**src/rtl/alu_pkg.sv**
```systemverilog
// Shared types and constants for the sequential ALU.
package alu_pkg;

  typedef enum logic [2:0] {
    OP_PASS = 3'b000,
    OP_ADD  = 3'b001,
    OP_SUB  = 3'b010,
    OP_NOT  = 3'b011,
    OP_CLR  = 3'b100,
    OP_OR   = 3'b101,
    OP_AND  = 3'b110,
    OP_MUL  = 3'b111
  } alu_op_e;

  typedef enum logic [1:0] {
    ST_IDLE = 2'd0,
    ST_MUL  = 2'd1,
    ST_DONE = 2'd2
  } alu_state_e;

  // Bit positions inside the 4-bit {N, Z, C, V} flag word.
  localparam int FLAG_N = 3;
  localparam int FLAG_Z = 2;
  localparam int FLAG_C = 1;
  localparam int FLAG_V = 0;

endpackage

```
**src/rtl/alu_seq_if.sv**
```systemverilog
// Request/response bus of the sequential ALU. The master issues operations
// and consumes results; the slave is the ALU.
interface alu_seq_if #(
  parameter int WIDTH = 16
) ();
  logic             in_valid;
  logic             in_ready;
  logic [WIDTH-1:0] A;
  logic [WIDTH-1:0] B;
  logic [2:0]       ALU_Sel;
  logic             out_valid;
  logic             out_ready;
  logic [WIDTH-1:0] ALU_Out;
  logic [3:0]       flags;

  modport master (
    output in_valid, A, B, ALU_Sel, out_ready,
    input  in_ready, out_valid, ALU_Out, flags
  );

  modport slave (
    input  in_valid, A, B, ALU_Sel, out_ready,
    output in_ready, out_valid, ALU_Out, flags
  );
endinterface

```
**src/rtl/alu_comb.sv**
```systemverilog
// Single-cycle ALU datapath: result and {N,Z,C,V} for every opcode except
// MUL, which the sequencer computes with its shift-add multiplier.
module alu_comb
  import alu_pkg::*;
#(
  parameter int WIDTH = 16
) (
  input  logic [WIDTH-1:0] a,
  input  logic [WIDTH-1:0] b,
  input  alu_op_e          op,
  output logic [WIDTH-1:0] result,
  output logic [3:0]       flags
);

  logic [WIDTH:0] sum;
  logic [WIDTH:0] diff;
  logic           c;
  logic           v;

  // Opcode decode; C is the borrow for SUB, i.e. the inverted carry of A + ~B + 1.
  always_comb begin
    sum    = {1'b0, a} + {1'b0, b};
    diff   = {1'b0, a} + {1'b0, ~b} + (WIDTH+1)'(1);
    result = '0;
    c      = 1'b0;
    v      = 1'b0;
    case (op)
      OP_PASS: result = a;
      OP_ADD: begin
        result = sum[WIDTH-1:0];
        c      = sum[WIDTH];
        v      = (a[WIDTH-1] == b[WIDTH-1]) && (sum[WIDTH-1] != a[WIDTH-1]);
      end
      OP_SUB: begin
        result = diff[WIDTH-1:0];
        c      = ~diff[WIDTH];
        v      = (a[WIDTH-1] != b[WIDTH-1]) && (diff[WIDTH-1] != a[WIDTH-1]);
      end
      OP_NOT:  result = ~a;
      OP_CLR:  result = '0;
      OP_OR:   result = a | b;
      OP_AND:  result = a & b;
      default: result = '0;
    endcase
    flags         = '0;
    flags[FLAG_N] = result[WIDTH-1];
    flags[FLAG_Z] = (result == '0);
    flags[FLAG_C] = c;
    flags[FLAG_V] = v;
  end

endmodule

```
**src/rtl/alu_seq.sv**
```systemverilog
// Sequential ALU: one request in flight, single-cycle ops complete in one
// cycle, MUL runs a WIDTH-cycle LSB-first shift-add multiplier.
module alu_seq
  import alu_pkg::*;
#(
  parameter int WIDTH = 16
) (
  input  logic      clk,
  input  logic      rst,
  alu_seq_if.slave  bus
);

  localparam int CW = (WIDTH > 2) ? $clog2(WIDTH) : 1;
  localparam logic [CW-1:0] CNT_LAST = CW'(WIDTH - 1);

  alu_state_e         state_q, state_d;
  logic               in_ready_q, in_ready_d;
  logic               out_valid_q, out_valid_d;
  logic [WIDTH-1:0]   alu_out_q, alu_out_d;
  logic [3:0]         flags_q, flags_d;
  logic [2*WIDTH-1:0] mcand_q, mcand_d;
  logic [WIDTH-1:0]   mplier_q, mplier_d;
  logic [2*WIDTH-1:0] acc_q, acc_d;
  logic [CW-1:0]      cnt_q, cnt_d;

  alu_op_e          op;
  logic [WIDTH-1:0] comb_res;
  logic [3:0]       comb_flags;

  assign op = alu_op_e'(bus.ALU_Sel);

  alu_comb #(.WIDTH(WIDTH)) u_comb (
    .a      (bus.A),
    .b      (bus.B),
    .op     (op),
    .result (comb_res),
    .flags  (comb_flags)
  );

  // Next-state, multiplier step and result capture.
  always_comb begin
    state_d  = state_q;
    alu_out_d = alu_out_q;
    flags_d  = flags_q;
    mcand_d  = mcand_q;
    mplier_d = mplier_q;
    acc_d    = acc_q;
    cnt_d    = cnt_q;
    case (state_q)
      ST_IDLE: begin
        if (bus.in_valid && in_ready_q) begin
          if (op == OP_MUL) begin
            mcand_d  = {{WIDTH{1'b0}}, bus.A};
            mplier_d = bus.B;
            acc_d    = '0;
            cnt_d    = '0;
            state_d  = ST_MUL;
          end else begin
            alu_out_d = comb_res;
            flags_d   = comb_flags;
            state_d   = ST_DONE;
          end
        end
      end
      ST_MUL: begin
        acc_d    = acc_q + (mplier_q[0] ? mcand_q : '0);
        mcand_d  = mcand_q << 1;
        mplier_d = mplier_q >> 1;
        cnt_d    = cnt_q + CW'(1);
        if (cnt_q == CNT_LAST) begin
          alu_out_d        = acc_d[WIDTH-1:0];
          flags_d          = '0;
          flags_d[FLAG_N]  = acc_d[WIDTH-1];
          flags_d[FLAG_Z]  = (acc_d[WIDTH-1:0] == '0);
          flags_d[FLAG_C]  = |acc_d[2*WIDTH-1:WIDTH];
          state_d          = ST_DONE;
        end
      end
      ST_DONE: begin
        if (bus.out_ready) state_d = ST_IDLE;
      end
      default: state_d = ST_IDLE;
    endcase
    // Handshake outputs are registered decodes of the next state.
    in_ready_d  = (state_d == ST_IDLE);
    out_valid_d = (state_d == ST_DONE);
  end

  // All state; reset aborts any operation in flight.
  always_ff @(posedge clk) begin
    if (rst) begin
      state_q     <= ST_IDLE;
      in_ready_q  <= 1'b1;
      out_valid_q <= 1'b0;
      alu_out_q   <= '0;
      flags_q     <= '0;
      mcand_q     <= '0;
      mplier_q    <= '0;
      acc_q       <= '0;
      cnt_q       <= '0;
    end else begin
      state_q     <= state_d;
      in_ready_q  <= in_ready_d;
      out_valid_q <= out_valid_d;
      alu_out_q   <= alu_out_d;
      flags_q     <= flags_d;
      mcand_q     <= mcand_d;
      mplier_q    <= mplier_d;
      acc_q       <= acc_d;
      cnt_q       <= cnt_d;
    end
  end

  assign bus.in_ready  = in_ready_q;
  assign bus.out_valid = out_valid_q;
  assign bus.ALU_Out   = alu_out_q;
  assign bus.flags     = flags_q;

endmodule
```
**src/flat_wrapper.sv**
```systemverilog
// flat-port wrapper written by rule: the top's interface ports become plain ports
module alu_seq_flat import alu_pkg::*;
#(
  parameter int WIDTH = 16
)
  (clk, rst, bus_in_valid, bus_A, bus_B, bus_ALU_Sel, bus_out_ready, bus_in_ready, bus_out_valid, bus_ALU_Out, bus_flags);
  alu_seq_if #(.WIDTH(WIDTH)) bus_i ();
  input  logic clk;
  input  logic rst;
  input wire logic [$bits(bus_i.in_valid)-1:0] bus_in_valid;
  input wire logic [$bits(bus_i.A)-1:0] bus_A;
  input wire logic [$bits(bus_i.B)-1:0] bus_B;
  input wire logic [$bits(bus_i.ALU_Sel)-1:0] bus_ALU_Sel;
  input wire logic [$bits(bus_i.out_ready)-1:0] bus_out_ready;
  output wire logic [$bits(bus_i.in_ready)-1:0] bus_in_ready;
  output wire logic [$bits(bus_i.out_valid)-1:0] bus_out_valid;
  output wire logic [$bits(bus_i.ALU_Out)-1:0] bus_ALU_Out;
  output wire logic [$bits(bus_i.flags)-1:0] bus_flags;
  assign bus_i.in_valid = bus_in_valid;
  assign bus_i.A = bus_A;
  assign bus_i.B = bus_B;
  assign bus_i.ALU_Sel = bus_ALU_Sel;
  assign bus_i.out_ready = bus_out_ready;
  assign bus_in_ready = bus_i.in_ready;
  assign bus_out_valid = bus_i.out_valid;
  assign bus_ALU_Out = bus_i.ALU_Out;
  assign bus_flags = bus_i.flags;
  alu_seq #(.WIDTH(WIDTH)) u_core (.clk(clk), .rst(rst), .bus(bus_i));
endmodule
```
**config.mk**
```make
export PLATFORM = sky130hd
export DESIGN_NAME = alu_seq_flat
export DESIGN_NICKNAME = d
export VERILOG_FILES = /design/src/rtl/alu_pkg.sv /design/src/rtl/alu_seq_if.sv /design/src/rtl/alu_comb.sv /design/src/rtl/alu_seq.sv /design/src/flat_wrapper.sv
export SDC_FILE = /design/constraint.sdc
export NUM_CORES = 1
export LEC_CHECK = 0
export CORE_MARGIN = 8
export CORE_UTILIZATION = 51
export CTS_BUF_LIST = sky130_fd_sc_hd__clkbuf_8 sky130_fd_sc_hd__clkbuf_16
export CTS_CLUSTER_SIZE = 8
export DETAILED_ROUTE_END_ITERATION = 10
export PLACE_DENSITY_LB_ADDON = 0.1
export SLEW_MARGIN = 20
export SYNTH_ARGS = -nofsm -noshare
export SYNTH_HDL_FRONTEND = slang
export SYNTH_HIERARCHICAL = 1
export SYNTH_SLANG_ARGS = --single-unit
```
**constraint.sdc**
```tcl
create_clock -name clk -period 5.6 [get_ports clk]
set_input_delay 1.68 -clock clk [delete_from_list [all_inputs] [get_ports clk]]
set_output_delay 1.68 -clock clk [all_outputs]
set_load 0.05 [all_outputs]
```
==> flow_summary_export.csv <==
group,metric,value,unit
status,status,"completed",
routing,route.met2.wl,11.4,mm
floorplanning,ioPinCount,61,
logic_synthesis,synth_compound_area_frac,0.297,
sta,min_period_over_period,0.932,
floorplanning,die_y,148,microns
final_layout,finalNonFillerCells,1427,
cts,clkSlewWorstSetupHoldPaths,80,ps
logic_synthesis,avgSynthCellArea,7.56,sq um
logic_synthesis,async_reset_ff_frac,0,
logic_synthesis,synth_top_flop_cell,"dfxtp_1",
routing,drtIter0Drc,750,
global_route,grt_pass1_vias,8293,
sta,finalSetupViolations,0,
power_and_ir_drop,vdd_drop_max,0.200,mV
logic_synthesis,synth-seq-cells,108,
logic_synthesis,yosysSeqAreaShare,0.242,
worst_setup_path,cp.required,5870,ps
logic_synthesis,synth_top_family_by_area,"compound AO/OA/AOI/OAI gates",
worst_setup_path,cp.arrival,5490,ps
cts,numCtsBuffers,9,
worst_setup_path,crit_type,"primary input to register",
routing,wl_per_cell,18.5,microns
floorplanning,die_x,148,microns
logic_synthesis,synthXorXnorAreaFrac,0.0275,
sta,slew_viol_final,0,
sta,finalClockSkew,14.7,ps
global_route,grt_pass1_wl,42.9,mm
worst_setup_path,start_kind,"primary input",
final_layout,fin_util,0.579,
global_route,antenna_found_initial,0,
floorplanning,rows,48,
placement,gp_congestion,0.909,
sta,max_freq,192,MHz
worst_setup_path,worstPathMaxFanout,5,
global_route,track_usage,0.237,
sta,rsz0062_at_grt,"no",
logic_synthesis,synth-simple-area-share,0.219,
routing,via_per_inst,6.15,
floorplanning,initial_core_util,0.518,
cts,cts_tree,"yes",
placement,port_buffers,60,
power_and_ir_drop,powerDensity,199,nW/um^2
flow_run,drv_cap,0,
cts,cts_max_level,3,
logic_synthesis,synthCells,1182,
logic_synthesis,synth-edff-count,0,
logic_synthesis,synthMuxAreaShare,0.0298,
cts,cts_hold_buf,0,
sta,maxSlewHeadroom,0.457,
sta,fin_crit,5220,ps
final_layout,syn2layout_area_growth,11.8,%
global_route,grt_max_degree,108,
hold_path,hold_class,"register to register",
routing,dr_wl_met3,1.44,mm
logic_synthesis,synthesis.nets,1304,
placement,post-dp-hpwl,19.2,mm
routing,wirelength,26.4,mm
final_layout,drive_gt1_frac,0.0632,
logic_synthesis,syn_area,8930,sq um
routing,vias,8778,
logic_synthesis,yosysUniqueCellTypes,83,
routing,drtPass1Iterations,5,
placement,post-place-cells,1411,
final_layout,layout.nets,1319,
cts,post_cts_buffers,0,
power_and_ir_drop,leakagePower,4.17,nW
logic_synthesis,synthAdderAreaFrac,0.119,
cts,cts_resized,0,
cts,cts.sinks,108,
sta,hold_violations,0,
global_route,overflow,0,
final_layout,diodes,0,
floorplanning,coreArea,17200,sq um
cts,root_buffer,"clkbuf_16",
cts,clockBufferDepth,2,
logic_synthesis,ys_warn_count,6,
worst_setup_path,crit_path_end_kind,"register",
routing,wl_met1,13.1,mm
routing,drt_drc_violations_left,0,
floorplanning,dieArea,22000,sq um
cts,worstSkewPairLatency,360,ps
routing,ant_nets,0,
routing,highest_layer,"met4",
sta,tightest_slew,815,ps
sta,setup_tns,0,ps
[through the flow]
step	hold WS, ps	total power, mW	cell area [sq um]	worst slack (ps)
global route	481	2.08	9980	50.1
finish	460	1.99	9980	384
detailed placement	446	1.33	9670	52.7
CTS	460	2.00	9980	406
global placement	442	1.33	9670	181
floorplan	432	1.16	8930	1050
[report_power, final]
group	internal [mW]	total [mW]	switching (mW)
Clock	0.319	0.664	0.345
Combinational	0.188	0.509	0.321
Sequential	0.795	0.815	0.0202
Total	1.30	1.99	0.686
[sequential cells by signal, summed over array words and instances (netlist names)]
register              cells
u_core/acc_q             32
u_core/bus.ALU_Out       16
u_core/bus.flags          4
u_core/bus.in_ready       1
u_core/bus.out_valid      1
u_core/cnt_q              4
u_core/mcand_q           32
u_core/mplier_q          16
u_core/state_q            2
[cell usage in the layout, fill, tap and decap left out, types with 14 or more instances in the layout]
cell and count:
a21oi_1 133, nand2_1 112, nor2_1 111, dfxtp_1 108, ha_1 80, clkdlybuf4s50_1 59, inv_1 53, nand3_1 42
a211oi_1 39, and2_1 37, buf_4 31, nor3_1 30, o21ai_0 29, a22oi_1 25, mux2i_1 21, a21o_1 18
xnor2_1 15, nand2b_1 15, a221oi_1 14
[routing by layer]
metal  GRT usage  vias up
met5           0        -
met4      0.0617        0
met3      0.0340       36
met2       0.368      281
met1       0.334     4119
li1            -     4342
[worst paths after layout]
kind / end / startpoint / slack (ps) / cells after the start
worst max-delay path: u_core/bus.flags[2]$_SDFFE_PP0P_ / bus_A[0] / 380 / 15
worst max register to register: u_core/bus.flags[1]$_SDFFE_PP0P_ / u_core/mplier_q[0]$_SDFFE_PP0P_ / 1810 / 12
worst min-delay path: u_core/mplier_q[7]$_SDFFE_PP0P_ / u_core/mplier_q[8]$_SDFFE_PP0P_ / 460 / 2
worst min register to register: u_core/mplier_q[7]$_SDFFE_PP0P_ / u_core/mplier_q[8]$_SDFFE_PP0P_ / 460 / 2
[synth_stat cells, types with 7 or more instances]
library cell	n	area share
a211oi_1	39	0.033
a21o_1	18	0.015
a21oi_1	133	0.075
a221o_1	13	0.015
a221oi_1	14	0.014
a22oi_1	25	0.021
a31oi_1	8	0.0056
and2_1	37	0.026
and3_1	8	0.0056
buf_1	7	0.0029
buf_2	11	0.0062
clkbuf_1	61	0.026
dfxtp_1	108	0.24
ha_1	80	0.11
inv_1	53	0.022
mux2i_1	21	0.024
nand2_1	112	0.047
nand2b_1	16	0.011
nand3_1	42	0.024
nand4_1	10	0.0070
nor2_1	111	0.047
nor3_1	30	0.017
o211ai_1	7	0.0059
o21a_1	12	0.010
o21ai_0	29	0.016
o21bai_1	8	0.0067
o221ai_1	12	0.012
o22ai_1	9	0.0063
xnor2_1	15	0.015
xor2_1	13	0.013
[critical path: stages]
cell and delay [ps]:
clkdlybuf4s50_1 550, inv_1 80, ha_1 240, fa_1 420
nor3_1 240, nor3_1 110, a221oi_1 310, o22ai_1 140
nor3_2 180, o2111ai_1 180, or4_1 420, or4_1 460
nor4_2 180, a221oi_1 130, nor3_1 180
[area by class of cell]
type,count,area [sq um]
flip-flops and latches,108,2160
well taps,225,282
clock buffers,9,225
clock inverters,7,81.3
inverters,54,203
fillers,1674,7250
multi-input cells,933,6200
repair buffers,91,835
[kinds of logic after synthesis]
| kind of cell | count (synthesis) |
|---|---|
| xor+xnor | 28 |
| mux | 25 |
| fa+ha+maj | 83 |
| simple gates | 409 |
| flops | 108 |
| buf+inv | 141 |
| compound gates | 388 |
Note: power is estimated with default switching activity, not from simulation.
